## config.mk

```make
export PLATFORM = sky130hd
export DESIGN_NAME = risc_controller
export DESIGN_NICKNAME = d
export VERILOG_FILES = /design/src/rtl/risc_controller.sv
export SDC_FILE = /design/constraint.sdc
export NUM_CORES = 1
export LEC_CHECK = 0
export CORE_AREA = 2 2 39 41
export DETAILED_ROUTE_END_ITERATION = 7
export DIE_AREA = 0 0 41 43
export HOLD_SLACK_MARGIN = 0.03
export PLACE_DENSITY_LB_ADDON = 0.3
export SYNTH_ARGS = -nofsm -noshare
export SYNTH_HDL_FRONTEND = slang
export SYNTH_SLANG_ARGS = --single-unit
```

## constraint.sdc

```tcl
create_clock -name clk -period 1.4 [get_ports clk]
set_input_delay 0.14 -clock clk [delete_from_list [all_inputs] [get_ports clk]]
set_output_delay 0.14 -clock clk [all_outputs]
set_load 0.02 [all_outputs]
```

## src/rtl/risc_controller.sv

```systemverilog
// risc_controller: 8-phase instruction sequencer for the 8-bit RISC CPU.
// Ports: clk, rst (sync, active-high), opcode[2:0], zero in;
//        alu_op[2:0], sel, rd, ld_ir, inc_pc, ld_pc, ld_ac, wr,
//        data_e, halt, phase[2:0] out.
module risc_controller #(
    parameter bit HALT_STICKY = 1'b1
) (
    input  logic       clk,
    input  logic       rst,
    input  logic [2:0] opcode,
    input  logic       zero,
    output logic [2:0] alu_op,
    output logic       sel,
    output logic       rd,
    output logic       ld_ir,
    output logic       inc_pc,
    output logic       ld_pc,
    output logic       ld_ac,
    output logic       wr,
    output logic       data_e,
    output logic       halt,
    output logic [2:0] phase
);

    typedef enum logic [2:0] {
        INST_ADDR  = 3'd0,
        INST_FETCH = 3'd1,
        INST_LOAD  = 3'd2,
        IDLE       = 3'd3,
        OP_ADDR    = 3'd4,
        OP_FETCH   = 3'd5,
        ALU_OP     = 3'd6,
        STORE      = 3'd7
    } phase_t;

    localparam logic [2:0] OP_HLT = 3'b000;
    localparam logic [2:0] OP_SKZ = 3'b001;
    localparam logic [2:0] OP_ADD = 3'b010;
    localparam logic [2:0] OP_AND = 3'b011;
    localparam logic [2:0] OP_XOR = 3'b100;
    localparam logic [2:0] OP_LDA = 3'b101;
    localparam logic [2:0] OP_STO = 3'b110;
    localparam logic [2:0] OP_JMP = 3'b111;

    phase_t     state;
    phase_t     state_next;
    logic       halted;
    logic       halted_next;
    logic [2:0] phase_inc;

    logic is_hlt;
    logic is_skz;
    logic is_sto;
    logic is_jmp;
    logic is_aluop;

    assign is_hlt   = (opcode == OP_HLT);
    assign is_skz   = (opcode == OP_SKZ);
    assign is_sto   = (opcode == OP_STO);
    assign is_jmp   = (opcode == OP_JMP);
    assign is_aluop = (opcode == OP_ADD) || (opcode == OP_AND) ||
                      (opcode == OP_XOR) || (opcode == OP_LDA);

    assign alu_op    = opcode;
    assign phase     = state;
    assign phase_inc = state + 3'd1;

    always_ff @(posedge clk) begin
        if (rst) begin
            state  <= INST_ADDR;
            halted <= 1'b0;
        end else begin
            state  <= state_next;
            halted <= halted_next;
        end
    end

    // A sticky halt freezes the sequencer in OP_ADDR until reset.
    always_comb begin
        state_next  = phase_t'(phase_inc);
        halted_next = halted;
        if (halted) begin
            state_next = OP_ADDR;
        end else if (state == OP_ADDR && is_hlt && HALT_STICKY) begin
            halted_next = 1'b1;
            state_next  = OP_ADDR;
        end
    end

    always_comb begin
        sel    = 1'b0;
        rd     = 1'b0;
        ld_ir  = 1'b0;
        inc_pc = 1'b0;
        ld_pc  = 1'b0;
        ld_ac  = 1'b0;
        wr     = 1'b0;
        data_e = 1'b0;
        halt   = 1'b0;
        if (halted) begin
            halt = 1'b1;
        end else begin
            unique case (state)
                INST_ADDR: begin
                    sel = 1'b1;
                end
                INST_FETCH: begin
                    sel = 1'b1;
                    rd  = 1'b1;
                end
                INST_LOAD, IDLE: begin
                    sel   = 1'b1;
                    rd    = 1'b1;
                    ld_ir = 1'b1;
                end
                OP_ADDR: begin
                    inc_pc = 1'b1;
                    halt   = is_hlt;
                end
                OP_FETCH: begin
                    rd = is_aluop;
                end
                ALU_OP: begin
                    rd     = is_aluop;
                    inc_pc = is_skz & zero;
                    ld_pc  = is_jmp;
                    data_e = is_sto;
                end
                STORE: begin
                    rd     = is_aluop;
                    ld_ac  = is_aluop;
                    ld_pc  = is_jmp;
                    inc_pc = is_jmp;
                    wr     = is_sto;
                    data_e = is_sto;
                end
                default: begin
                    sel = 1'b0;
                end
            endcase
        end
    end

endmodule

```

==> results of run 1 <==
==> where the power goes <==
group	total (mW)	internal, mW	switching [mW]
combinational	0.342	0.180	0.162
clock	0.157	0.107	0.0497
sequential	0.134	0.125	0.00913
==> flip-flops by register name, indices dropped and copies added, names as in the netlist <==
register	count
halted	1
phase	3
==> final timing paths <==
| path | start | to | slack (ns) | cells after the start |
|---|---|---|---|---|
| min reg2reg | phase[0] | phase[0] | 0.58 | 2 |
| max | phase[1] | sel | -0.34 | 7 |
| min | phase[0] | phase[0] | 0.58 | 2 |
| max reg2reg | phase[1] | phase[1] | -0.06 | 8 |
==> layer usage <==
metal | vias to the layer above | part of all wire (%) | track usage (%)
met2 | 11 | 57 | 22.8
met1 | 204 | 40 | 19.3
met4 | 0 | 0 | 10.0
li1 | 234 | - | -
met3 | 0 | 2.5 | 3.14
met5 | - | 0 | 0
==> layout make-up <==
| class | count | area share, % |
|---|---|---|
| Tap cell | 16 | 2.22 |
| Clock buffer | 4 | 2.91 |
| Timing Repair Buffer | 42 | 39.6 |
| Sequential cell | 4 | 9.70 |
| Inverter | 5 | 2.91 |
| Multi-Input combinational cell | 31 | 42.7 |
==> placed cells by master, fill, tap and decap left out, types with 2 or more instances in the layout <==
| master | n |
|---|---|
| ha_4 | 6 |
| buf_4 | 25 |
| dfxtp_1 | 2 |
| dlygate4sd2_1 | 4 |
| nor3_2 | 2 |
| a21oi_2 | 5 |
| dfxtp_4 | 2 |
| nor3b_2 | 3 |
| clkdlybuf4s50_1 | 5 |
| buf_6 | 6 |
| inv_2 | 2 |
| nor2_1 | 2 |
| clkbuf_4 | 3 |
| nand3_1 | 2 |
==> worst max-delay path: stages, from the launching register on <==
cell	delay, ns
dfxtp_4	0.36
buf_6	0.12
inv_6	0.04
ha_4	0.15
or3_4	0.36
a21oi_2	0.14
nor2_1	0.05
buf_4	0.15
==> cell families after synthesis <==
logic type      synth area share (%)
xor+xnor                        2.56
flops                           23.4
buf+inv                         12.0
compound gates                  15.7
fa+ha+maj                       21.9
simple gates                    24.5
==> what timing repair did <==
item	4_1_cts	5_1_grt
pin swaps	5	4
setup buffers	1	4
endpoints found under the setup margin	17	14
gates resized for setup	63	26
==> stage by stage <==
step           cells  util [%]  setup slack, ns  area, um^2  hold slack (ns)
3_3_place_gp      94      51.4           -0.631         711            0.523
5_1_grt          102      65.3           -0.412         903            0.605
3_5_place_dp      94      51.4           -0.654         711            0.524
4_1_cts           99      55.7           -0.335         771            0.521
2_1_floorplan     43         -           -0.118         378            0.207
6_report         102      65.3           -0.337         903            0.576
==> impl_metrics.json, run 1 <==
{
  "cts.sinks": 4,
  "routed_wl_mm": 1.17,
  "first_global_vias": 458,
  "antenna_cells": 0,
  "arrival_ns": 1.60,
  "grt_start_max_net_pins": 7,
  "nFillCells": 127,
  "fmax_mhz": 576,
  "endpoint_kind": "primary output",
  "cts_tree": "done",
  "multi_input_area_um2": 385,
  "start_util_pct": 24.8,
  "syn2layout_area_growth_pct": 164,
  "ys.flop_type": "dfxtp_1",
  "die_y_um": 43,
  "fin_ws_ns": -0.337,
  "synth_cells": 43,
  "drc": 0,
  "setup_viol": 12,
  "yosysWarnings": 0,
  "ir_drop_mv": 0.485,
  "seq_area_um2": 87.6,
  "track_usage_pct": 15.5,
  "htreeDepth": 1,
  "clk_pin_slew_worst_paths_ns": 0.04,
  "hpwl_um": 804,
  "yosysTopAreaCell": "dfxtp_1",
  "nNetsFinal": 99,
  "viasPerCell": 4.40,
  "tightest_slew_ns": 0.316,
  "setup_tns_ns": -2.43,
  "syn-num-nets": 55,
  "required_ns": 1.26,
  "slew_headroom_pct": 78.9,
  "ys_top_cells_by_area": "dfxtp_1 23%, ha_1 22%, a21oi_1 8.8%",
  "cts_root_buf": "clkbuf_4",
  "setup.worst_path.class": "flip-flop to primary output",
  "synth.top_cell.area_share_pct": 23.4,
  "async_flop_share_pct": 0,
  "path_max_fanout": 3,
  "syn_area_um2": 343,
  "fin_crit_sh_pct": 124,
  "total_power_mw": 0.633,
  "cp-start-kind": "flip-flop",
  "io_pins": 21,
  "synth-seq-cells": 4,
  "gp_congestion": 0.702,
  "antenna_found_initial": 0,
  "synth.avg_cell_area_um2": 7.97,
  "wire_per_inst_um": 11.4,
  "cap_viol_max_count": 0,
  "vias": 449,
  "cts_buffers": 3,
  "violations": "negative setup slack",
  "hold_viol": 0,
  "row_count": 14,
  "core_area_mm2": 0.00138,
  "drt-pass1-iter-count": 4,
  "synth_edf_count": 0,
  "power_leakage_nw": 0.392,
  "slew_violations": 0,
  "hold_buffers": 0,
  "status": "complete, but fails checks",
  "dieWidth_um": 41,
  "p_per_area_mw_per_mm2": 700,
  "synthTopCellsByCount": "6 x a21oi_1, 6 x ha_1, 4 x dfxtp_1, 4 x inv_1",
  "dieArea_mm2": 0.00176,
  "synth_cell_types": 19,
  "clock_latency_ns": 0.24,
  "antenna_left": 0,
  "drt-initial-drc-count": 4,
  "skew_ns": 0.00441,
  "grt_pass1_wl_mm": 1.83,
  "rsz0062_at_grt": "true",
  "layout_min_cycle_time_ns": 1.74,
  "grt.overflow.total": 0,
  "portBuffers": 20,
  "clk_path_buf_depth": 2,
  "seq_area_frac_synth_pct": 23.4,
  "hold_path.class": "flip-flop to flip-flop",
  "drive_gt1_share_pct": 73.3
}
Note: power is estimated with default switching activity, not from simulation.
==> run 2: changes to the inputs <==
==> constraint.sdc (replaced) <==
create_clock -name clk -period 1.4 [get_ports clk]
set_input_delay 0.21 -clock clk [delete_from_list [all_inputs] [get_ports clk]]
set_output_delay 0.21 -clock clk [all_outputs]
set_load 0.02 [all_outputs]
==> run 2 against run 1 <==
  * The flow still finishes with violations (negative setup slack)
  * Clock skew grew 0.0022 ns
  * Register-to-register slack gained 0.11 ns
  * Via count shrank 3.6%
  * Combinational power shrank 12%
  * First-iteration DRC count is the same
  * Sequential power grew 4%
  * Sequential share of layout area grew 0.70 points
  * Clock power is essentially flat
  * Cell count shrank 3.9%
  * Utilization shrank 3.5 points
  * Die area is the same
  * Cell area shrank 5.4%
  * Critical endpoint is now inc_pc
  * Largest power group unchanged
==> impl_metrics.json, run 2 (synthesized netlist as in run 1, its figures left out) <==
{
  "clk_pin_slew_worst_paths_ns": 0.04,
  "crit_family": "simple AND/OR/NAND/NOR gates",
  "preCtsSetupSlack_ns": -0.803,
  "busiest_layer": "met2",
  "met3_usage_pct": 0,
  "hold_path.class": "flip-flop to flip-flop",
  "fin_hold_ws_ns": 0.546,
  "routed_wl_mm": 1.09,
  "syn2layout_area_growth_pct": 149,
  "drt-pass1-iter-count": 4,
  "hold-path-cell-count": 2,
  "rsz0062_at_grt": "true",
  "grt.overflow.total": 0,
  "slew_violations": 0,
  "slew_headroom_pct": 85.6,
  "drt-initial-drc-count": 4,
  "ir_drop_mv": 0.408,
  "fin_crit_sh_pct": 126,
  "reg2reg_depth": 6,
  "setup_tns_ns": -2.61,
  "grt_start_max_net_pins": 7,
  "start_util_pct": 24.8,
  "path_max_fanout": 4,
  "setup_viol": 9,
  "io_pins": 21,
  "switchingPower_mw": 0.206,
  "cap_viol_max_count": 0,
  "power_frac_seq_pct": 23.5,
  "antenna_left": 0,
  "power_leakage_nw": 0.365,
  "fmax_mhz": 567,
  "endpoint_kind": "primary output",
  "hpwl_um": 821,
  "power_frac_comb_pct": 50.4,
  "hold_viol": 0,
  "p_per_area_mw_per_mm2": 696,
  "htreeDepth": 1,
  "status": "complete, but fails checks",
  "setup.worst_path.class": "flip-flop to primary output",
  "layout_min_cycle_time_ns": 1.76,
  "cts_buffers": 3,
  "cts.sinks": 4,
  "mostFrequentLayoutCells": "21 x buf_4, 6 x dlygate4sd2_1, 6 x buf_6",
  "clk_path_buf_depth": 2,
  "first_global_vias": 423,
  "cts_tree": "done",
  "drive_gt1_share_pct": 67.1,
  "cp-start-kind": "flip-flop",
  "dieArea_mm2": 0.00176,
  "die_y_um": 43,
  "violations": "negative setup slack",
  "cp_cell_sequence": "inv_4 -> ha_4 -> nand3_2 -> or4_4 -> a31oi_4 -> buf_6",
  "holdPathEnd": "phase[0]",
  "critPathMaxStageDelay_ns": 0.43,
  "swShare_pct": 34.7,
  "row_count": 14,
  "clkPwrFrac_pct": 26.1,
  "grt.met1_usage_pct": 16.2,
  "required_ns": 1.19,
  "grt_pass1_wl_mm": 1.68,
  "vias": 433,
  "antenna_cells": 0,
  "portBuffers": 20,
  "tightest_slew_ns": 0.217,
  "core_area_mm2": 0.00138,
  "reg2reg_to": "phase[2]",
  "cts_root_buf": "clkbuf_4",
  "wire_per_inst_um": 11.1,
  "final_util_pct": 61.8,
  "p_int_mw": 0.388,
  "nNetsFinal": 95,
  "total_power_mw": 0.595,
  "r2r-start": "phase[1]",
  "gp_congestion": 0.669,
  "skew_ns": 0.00663,
  "arrival_ns": 1.55,
  "largest_reg_flops": 3,
  "cpMaxStageDelayCell": "or4_4",
  "grt_use_met2_pct": 22.8,
  "viasPerCell": 4.42,
  "clock_latency_ns": 0.24,
  "final_common_cell": "buf_4",
  "hold_start": "phase[0]",
  "drc": 0,
  "fin_ws_ns": -0.364,
  "dieWidth_um": 41,
  "track_usage_pct": 13.6,
  "antenna_found_initial": 0,
  "ff2ff_setup_slack_ns": 0.05,
  "path_buf_inv": 2
}
-- run 2: final cells by class --
| class | count | area (um^2) |
|---|---|---|
| Sequential cell | 4 | 88.8 |
| Fill cell | 133 | 529 |
| Clock buffer | 4 | 26.3 |
| Multi-Input combinational cell | 31 | 370 |
| Tap cell | 16 | 20.0 |
| Timing Repair Buffer | 38 | 328 |
| Inverter | 5 | 21.3 |
-- run 2: worst max path at each step --
stage               startpoint  endpoint  slack [ns]  depth (start not counted)
floorplan             phase[0]    inc_pc       -0.07                          5
global placement     opcode[1]        rd       -0.76                          6
detailed placement   opcode[1]        rd       -0.80                          6
CTS                   phase[0]    inc_pc       -0.38                          6
global route          phase[0]    inc_pc       -0.42                          6
finish                phase[0]    inc_pc       -0.36                          6
-- run 2: power by group through the flow --
stage                     sequential [mW]  combinational [mW]  clock (mW)
after floorplan                     0.153               0.113           0
final                               0.140               0.300       0.155
after CTS                           0.142               0.281       0.164
after global routing                0.142               0.320       0.172
after detailed placement            0.141               0.257           0
after global placement              0.141               0.254           0
-- run 2: worst reg2reg max path: cells and delay by family (launching register included) --
kind	cells	cell delay (ns)
flops	1	0.35
fa+ha+maj	1	0.15
compound gates	2	0.47
buf+inv	2	0.22
simple gates	1	0.07
-- run 2: repair_timing --
action	CTS	global route
pin swaps	1	1
endpoints found under the setup margin	15	14
hold buffers	0	0
buffers inserted	2	1
resized for setup	69	7
-- run 2: routing by layer --
layer	up-vias	share of wire [%]	wire length, um
met1	198	43	466
met4	0	0	0
li1	227	-	-
met5	-	0	0
met2	8	54	590
met3	0	2.5	27
-- run 2: metrics by stage --
stage / cells / area (um^2)
6_report: 98 / 855
3_3_place_gp: 91 / 714
3_5_place_dp: 91 / 714
4_1_cts: 97 / 821
5_1_grt: 98 / 855
2_1_floorplan: 43 / 404
